==> config.mk <==
export PLATFORM = sky130hd
export DESIGN_NAME = reg_file_cfg
export DESIGN_NICKNAME = d
export VERILOG_FILES = /design/src/rtl/reg_file_pkg.sv /design/src/rtl/reg_file_cfg.sv
export SDC_FILE = /design/constraint.sdc
export NUM_CORES = 1
export LEC_CHECK = 0
export ABC_AREA = 1
export BUFFER_PORTS_ARGS = -buffer_cell sky130_fd_sc_hd__buf_2
export CORE_MARGIN = 1
export CORE_UTILIZATION = 58
export CTS_CLUSTER_DIAMETER = 60
export CTS_CLUSTER_SIZE = 14
export DETAILED_ROUTE_END_ITERATION = 10
export GPL_TIMING_DRIVEN = 0
export PLACE_DENSITY = 0.81
export RECOVER_POWER = 50
export REMOVE_ABC_BUFFERS = 1
export SYNTH_ARGS = -nofsm -noshare
export SYNTH_HDL_FRONTEND = slang
export SYNTH_SLANG_ARGS = --single-unit
==> constraint.sdc <==
create_clock -name CLK -period 1.6 [get_ports CLK]
set_input_delay 0.24 -clock CLK [delete_from_list [all_inputs] [get_ports CLK]]
set_output_delay 0.24 -clock CLK [all_outputs]
set_load 0.05 [all_outputs]
==> src/rtl/reg_file_pkg.sv <==
// Shared constants for the configurable register file.
//   DEF_*      default parameter values for reg_file_cfg
//   slice_lo() lowest bit of register k inside the flat REG_OUT bus
package reg_file_pkg;

  localparam int DEF_WIDTH      = 8;
  localparam int DEF_DEPTH      = 16;
  localparam int DEF_ADDR_WIDTH = 4;
  localparam int DEF_NUM_EXPORT = 4;

  // Register k occupies REG_OUT[slice_lo(k, w) +: w].
  function automatic int slice_lo(input int k, input int w);
    return k * w;
  endfunction

endpackage

==> src/rtl/reg_file_cfg.sv <==
// Configurable register file with a software port and a hardware status port.
//
// Ports
//   CLK          block clock, rising edge
//   RST          asynchronous active-low reset
//   WrData       software write data
//   Address      software read/write address
//   WrEn, RdEn   software strobes
//   HwWrEn       hardware write strobe (only reaches read-only registers)
//   HwAddress    hardware write address
//   HwWrData     hardware write data
//   RdData       registered read data, holds between reads
//   RdData_Valid one-cycle pulse: RdData carries a fresh read response
//   Err          one-cycle pulse: the previous cycle's software access was rejected
//   REG_OUT      registers 0..NUM_EXPORT-1, register k on [k*WIDTH +: WIDTH]
//
// Strobe protocol: WrEn/RdEn/HwWrEn are single-cycle requests sampled on every
// rising CLK edge; there is no back-pressure. Each accepted strobe produces its
// response (RdData_Valid and/or Err) on the cycle directly after that edge, and
// a write takes priority over a read issued in the same cycle.
module reg_file_cfg
  import reg_file_pkg::*;
#(
  parameter int                 WIDTH      = DEF_WIDTH,
  parameter int                 DEPTH      = DEF_DEPTH,
  parameter int                 ADDR_WIDTH = DEF_ADDR_WIDTH,
  parameter logic [DEPTH-1:0]   RO_MASK    = '0,
  parameter int                 NUM_EXPORT = DEF_NUM_EXPORT
) (
  input  logic                        CLK,
  input  logic                        RST,
  input  logic [WIDTH-1:0]            WrData,
  input  logic [ADDR_WIDTH-1:0]       Address,
  input  logic                        WrEn,
  input  logic                        RdEn,
  input  logic                        HwWrEn,
  input  logic [ADDR_WIDTH-1:0]       HwAddress,
  input  logic [WIDTH-1:0]            HwWrData,
  output logic [WIDTH-1:0]            RdData,
  output logic                        RdData_Valid,
  output logic                        Err,
  output logic [NUM_EXPORT*WIDTH-1:0] REG_OUT
);

  logic [WIDTH-1:0] regs [DEPTH];

  // One-hot address decode. An address beyond DEPTH-1 matches no entry, so
  // the range check and the read mux both fall out of the same loop.
  logic [DEPTH-1:0] sw_sel;
  logic [DEPTH-1:0] hw_sel;
  logic [WIDTH-1:0] rd_mux;

  always_comb begin
    sw_sel = '0;
    hw_sel = '0;
    rd_mux = '0;
    for (int i = 0; i < DEPTH; i++) begin
      if (Address == ADDR_WIDTH'(i)) begin
        sw_sel[i] = 1'b1;
        rd_mux    = regs[i];
      end
      if (HwAddress == ADDR_WIDTH'(i)) begin
        hw_sel[i] = 1'b1;
      end
    end
  end

  logic             in_range;
  logic             sw_ro;
  logic             wr_ok;
  logic             rd_do;
  logic [DEPTH-1:0] sw_we;
  logic [DEPTH-1:0] hw_we;

  assign in_range = |sw_sel;
  assign sw_ro    = |(sw_sel & RO_MASK);
  assign wr_ok    = WrEn & in_range & ~sw_ro;
  assign rd_do    = RdEn & ~WrEn;
  // Software reaches only RW entries, hardware only RO entries, so the two
  // write enables never select the same register.
  assign sw_we    = sw_sel & ~RO_MASK & {DEPTH{wr_ok}};
  assign hw_we    = hw_sel &  RO_MASK & {DEPTH{HwWrEn}};

  always_ff @(posedge CLK or negedge RST) begin
    if (!RST) begin
      for (int i = 0; i < DEPTH; i++) begin
        regs[i] <= '0;
      end
      RdData       <= '0;
      RdData_Valid <= 1'b0;
      Err          <= 1'b0;
    end else begin
      for (int i = 0; i < DEPTH; i++) begin
        if (sw_we[i]) begin
          regs[i] <= WrData;
        end else if (hw_we[i]) begin
          regs[i] <= HwWrData;
        end
      end
      // rd_mux samples the pre-edge contents, so a same-cycle hardware write
      // is only visible to the following read.
      if (rd_do) begin
        RdData <= rd_mux;
      end
      RdData_Valid <= rd_do;
      Err          <= (WrEn & ~wr_ok) | (rd_do & ~in_range);
    end
  end

  for (genvar k = 0; k < NUM_EXPORT; k++) begin : g_export
    assign REG_OUT[slice_lo(k, WIDTH) +: WIDTH] = regs[k];
  end

endmodule

==> results.txt <==
- Violations in the final reports: setup timing
* Highest achievable clock rate: ~600 MHz
* Crit path max-delay family: simple AND/OR/NAND/NOR gates
- Largest net degree at the start of global routing: ~110
- The worst setup path is captured at a flop.
- The critical path contains buffers and inverters numbering 0 combined.
* Max rail drop VDD: 0.9217 mV
- Via count of the first global-routing pass: between 4,000 and 5,000
* I/O pins: ~70
- Detailed-route via count: about 5,300
* Fraction of the mapped netlist area in simple logic gates: about a quarter
- Cell row count: 37
* Outcome: complete, but fails checks
- Most common flop cell mapped by yosys: sky130_fd_sc_hd__dfrtp_1
* Mux contribution to synthesized area: 0%
- On the critical path, the stage with the largest delay is an instance of sky130_fd_sc_hd__dfrtp_1.
* Via density per instance: between 5 and 6
* Routed wirelength normalized by instance count: between 15 and 20 µm
- Critical path start-end classification: reg -> reg
- Max-cap violations in this run came to 0.
- The first global-routing pass estimated 24.25 mm of wire.
- The core region is ~0.010 mm².
- CTS tree: yes
- Final worst clock skew: ~0.0063 ns
* Ratio of final minimum period to clock period: 104.3%
- Routed Antenna Nets: 0
- Initial antenna violation count: 0
* Horizontal extent of the die: between 100 and 150 µm
* Post-placement cell area: 0.006430 mm²
- In the routed design, unresolved DRC markers number 0.
* WP data required: 2.03 ns
- Counting flops with an async set or reset pin after synthesis yields a share of 100.0%.
- Number of warning messages in the yosys log: 0
- The max-slew violation count came to 0.
- Counting every instance in the synthesized netlist gives about 760.
- Layout overhead on the synthesized area: 11.77%
- Measured along the y axis, the die boundary spans 106.6 µm.
* Nature of the critical path startpoint: flop
- Netlist area before placement: between 0.006 and 0.007 mm²
- Global routing used between 20% and 30% of the available tracks.
- Average size of a mapped cell: around 8.4 µm²
- Number of nets in the layout: ~800
* Crit-path max cell delay: between 0.4 and 0.5 ns
* Cell breakdown of the critical path: nand3_1, nand3_1, nor2_2, nand4_1, nand2_1, nand4_1, nor2_2, nand4_1, nand2_1, nand2_1
- The detailed router finished its first iteration with 582 violations.
- 0 antenna diodes ended up in the layout.
- Starting utilization of the core area: 60.64%
- Summing the areas of all fa, ha and maj instances in the mapped netlist gives 0% of the synthesized area.
- Along the worst path, the maximum fanout reaches 3.
- Largest family of logic cells by synthesized area: simple AND/OR/NAND/NOR gates
- The root buffer cell chosen for the clock tree is sky130_fd_sc_hd__clkbuf_8.
- The count of buffers added on input and output ports is 57.
* EDFF count, synth: 0
- The hold violation total from the final report is 0.
- Top cell types by occurrence after synthesis: sky130_fd_sc_hd__nand2_1 (232), sky130_fd_sc_hd__dfrtp_1 (138), sky130_fd_sc_hd__o21ai_0 (124)
* Xor-xnor portion of the synthesized cell area: 0%
- Leakage component of the power: around 3.5 nW
- Most instantiated library cell after synthesis: sky130_fd_sc_hd__nand2_1
- The number of clock buffers added by TritonCTS is 17.
* Data arrival time of the worst path: between 2 and 2.5 ns
- Relative slew slack: between 40% and 50%
* Cell types with the largest area share after synthesis: sky130_fd_sc_hd__dfrtp_1 (54%), sky130_fd_sc_hd__nand2_1 (14%), sky130_fd_sc_hd__o21ai_0 (9.8%)
* Post-synthesis compound-gate area fraction: roughly an eighth
* Final critical delay including setup and external delays: around 1.7 ns
- The H-tree was split into 4 levels.
- Clock-pin slew was measured on the worst setup and hold paths at 0.06 ns.
- Post-route worst setup slack: -0.06878 ns
* Share of the yosys chip area belonging to registers: 54.43%
* First-pass DRT Iterations: 8
- The synthesized design contains 138 register bits.
- RSZ-0062 raised after global routing: yes
- On the final layout, the worst hold slack is between 0.15 and 0.2 ns.
- Min-delay src: WrEn
- Tracing the worst setup path back leads to its startpoint at REG_OUT[13].
* Total clock sinks: 138
- Dividing total power by cell area gives a power density of 1458 mW/mm².
- For the pin with the worst max-slew slack, the measured transition is ~0.8 ns.
- Cell type contributing the most total cell area after synthesis: sky130_fd_sc_hd__dfrtp_1
* Worst r2r src: REG_OUT[13]
- Gr ovfl total: 0
* Final non-filler cell area: between 0.007 and 0.008 mm²
* Worst min-delay path category: in -> reg
- Buffer depth of the longest clock path: 2
- At the end of routability-driven placement, the weighted congestion stood at between 0.8 and 0.9.
- Clock network latency to the later pin of the worst-skew pair: 0.54 ns
* Layout cells sized above 1: 17.56%
- The share of synthesized area in the top cell type comes to a little over half.
- Setup violations remaining at the end of the flow were counted as 1.
- The routed design has 15.12 mm of wire.
- After legalization and detailed placement, the total HPWL measured about 9.4 mm.
* Full die area: around 0.011 mm²
- Number of distinct library cell variants in the gate-level netlist after synthesis: 20
## worst paths after layout
check,end,slack (ns),cells past startpoint
hold / removal,RdData_Valid,0.20,2
hold reg to reg,RdData[3],0.48,2
min in group asynchronous,regs[90],0.33,2
max in group asynchronous,regs[27],0.24,3
setup / recovery,RdData[5],-0.07,10
setup reg to reg,RdData[5],-0.07,10
## report_power, final
part / switching (mW) / total [mW] / internal [mW]
logic: 1.59 / 2.16 / 0.572
registers: 0.458 / 4.66 / 4.20
clock network: 1.40 / 3.52 / 2.12
total: 3.45 / 10.3 / 6.89
## placed cells by master, fill, tap and decap left out, types with 3 or more instances in the layout
master	netlist	routed
sky130_fd_sc_hd__nand2_1	232	232
sky130_fd_sc_hd__dfrtp_1	138	138
sky130_fd_sc_hd__o21ai_0	124	124
sky130_fd_sc_hd__buf_2	8	56
sky130_fd_sc_hd__inv_1	46	46
sky130_fd_sc_hd__nand3_1	36	28
sky130_fd_sc_hd__nand4_1	25	25
sky130_fd_sc_hd__a21oi_1	24	24
sky130_fd_sc_hd__nor2_1	36	20
sky130_fd_sc_hd__nor2_2	8	20
sky130_fd_sc_hd__clkbuf_16	0	16
sky130_fd_sc_hd__nand2_2	8	8
sky130_fd_sc_hd__nor2_4	3	8
sky130_fd_sc_hd__nand3_2	0	8
sky130_fd_sc_hd__clkinv_2	0	7
sky130_fd_sc_hd__o21ai_1	4	4
sky130_fd_sc_hd__clkbuf_1	22	4
sky130_fd_sc_hd__nor2_8	3	3
sky130_fd_sc_hd__clkbuf_8	0	3
## layout make-up
cell class                 instances  area, µm²
sequential                       138       3453
clock buffer                      23      456.7
multi-input combinational        505       2412
tap                              136      170.2
inverter                          49      186.4
timing repair buffer              62      340.3
fill                             802       3371
clock inverter                     9      72.57
## metrics by stage
| stage | setup TNS [ns] | utilization [%] | total power [mW] | instances | setup slack (ns) |
|---|---|---|---|---|---|
| 2_1_floorplan | -19.48 | - | 6.099 | 691 | -0.6090 |
| 3_3_place_gp | -250.08 | 61.13 | 6.667 | 884 | -1.475 |
| 3_5_place_dp | -57.50 | 61.46 | 6.771 | 885 | -1.537 |
| 4_1_cts | -0.01433 | 66.90 | 10.31 | 919 | -0.01433 |
| 5_1_grt | -0.6197 | 67.78 | 10.80 | 922 | -0.1510 |
| 6_report | -0.06878 | 67.78 | 10.34 | 922 | -0.06878 |
## layer usage
layer  vias to the layer above  wire [µm]  GRT usage [%]
met5                         -          0              0
met4                         0        445          13.89
met3                        43       1173          6.505
met2                       265       7153          42.90
met1                      2536       6345          38.61
li1                       2460          -              -
## cell families after synthesis
| logic type | count (synthesis) |
|---|---|
| and+or+nand+nor | 351 |
| AOI/OAI and AO/OA | 152 |
| other | 1 |
| DFF | 138 |
| buffers and inverters | 115 |
## flip-flops by register name, summed over array words and instances, names as in the netlist
signal        flops
Err               1
regs             96
RdData_Valid      1
REG_OUT          32
RdData            8
## worst register-to-register path, cell delays in order, from the launching register on
cell and delay [ns]:
sky130_fd_sc_hd__dfrtp_1 0.43, sky130_fd_sc_hd__nand3_1 0.12, sky130_fd_sc_hd__nand3_1 0.08, sky130_fd_sc_hd__nor2_2 0.15, sky130_fd_sc_hd__nand4_1 0.15, sky130_fd_sc_hd__nand2_1 0.11
sky130_fd_sc_hd__nand4_1 0.13, sky130_fd_sc_hd__nor2_2 0.13, sky130_fd_sc_hd__nand4_1 0.12, sky130_fd_sc_hd__nand2_1 0.08, sky130_fd_sc_hd__nand2_1 0.04
## timing repair
item | CTS | global route
setup endpoints to repair | 40 | 16
cloned | 0 | 1
buffers inserted | 0 | 2
pin swaps | 0 | 6
endpoints found under the hold margin | 33 | 0
hold buffers | 2 | 0
gates resized for setup | 7 | 22
No activity file was read; power rests on OpenSTA's default activity.
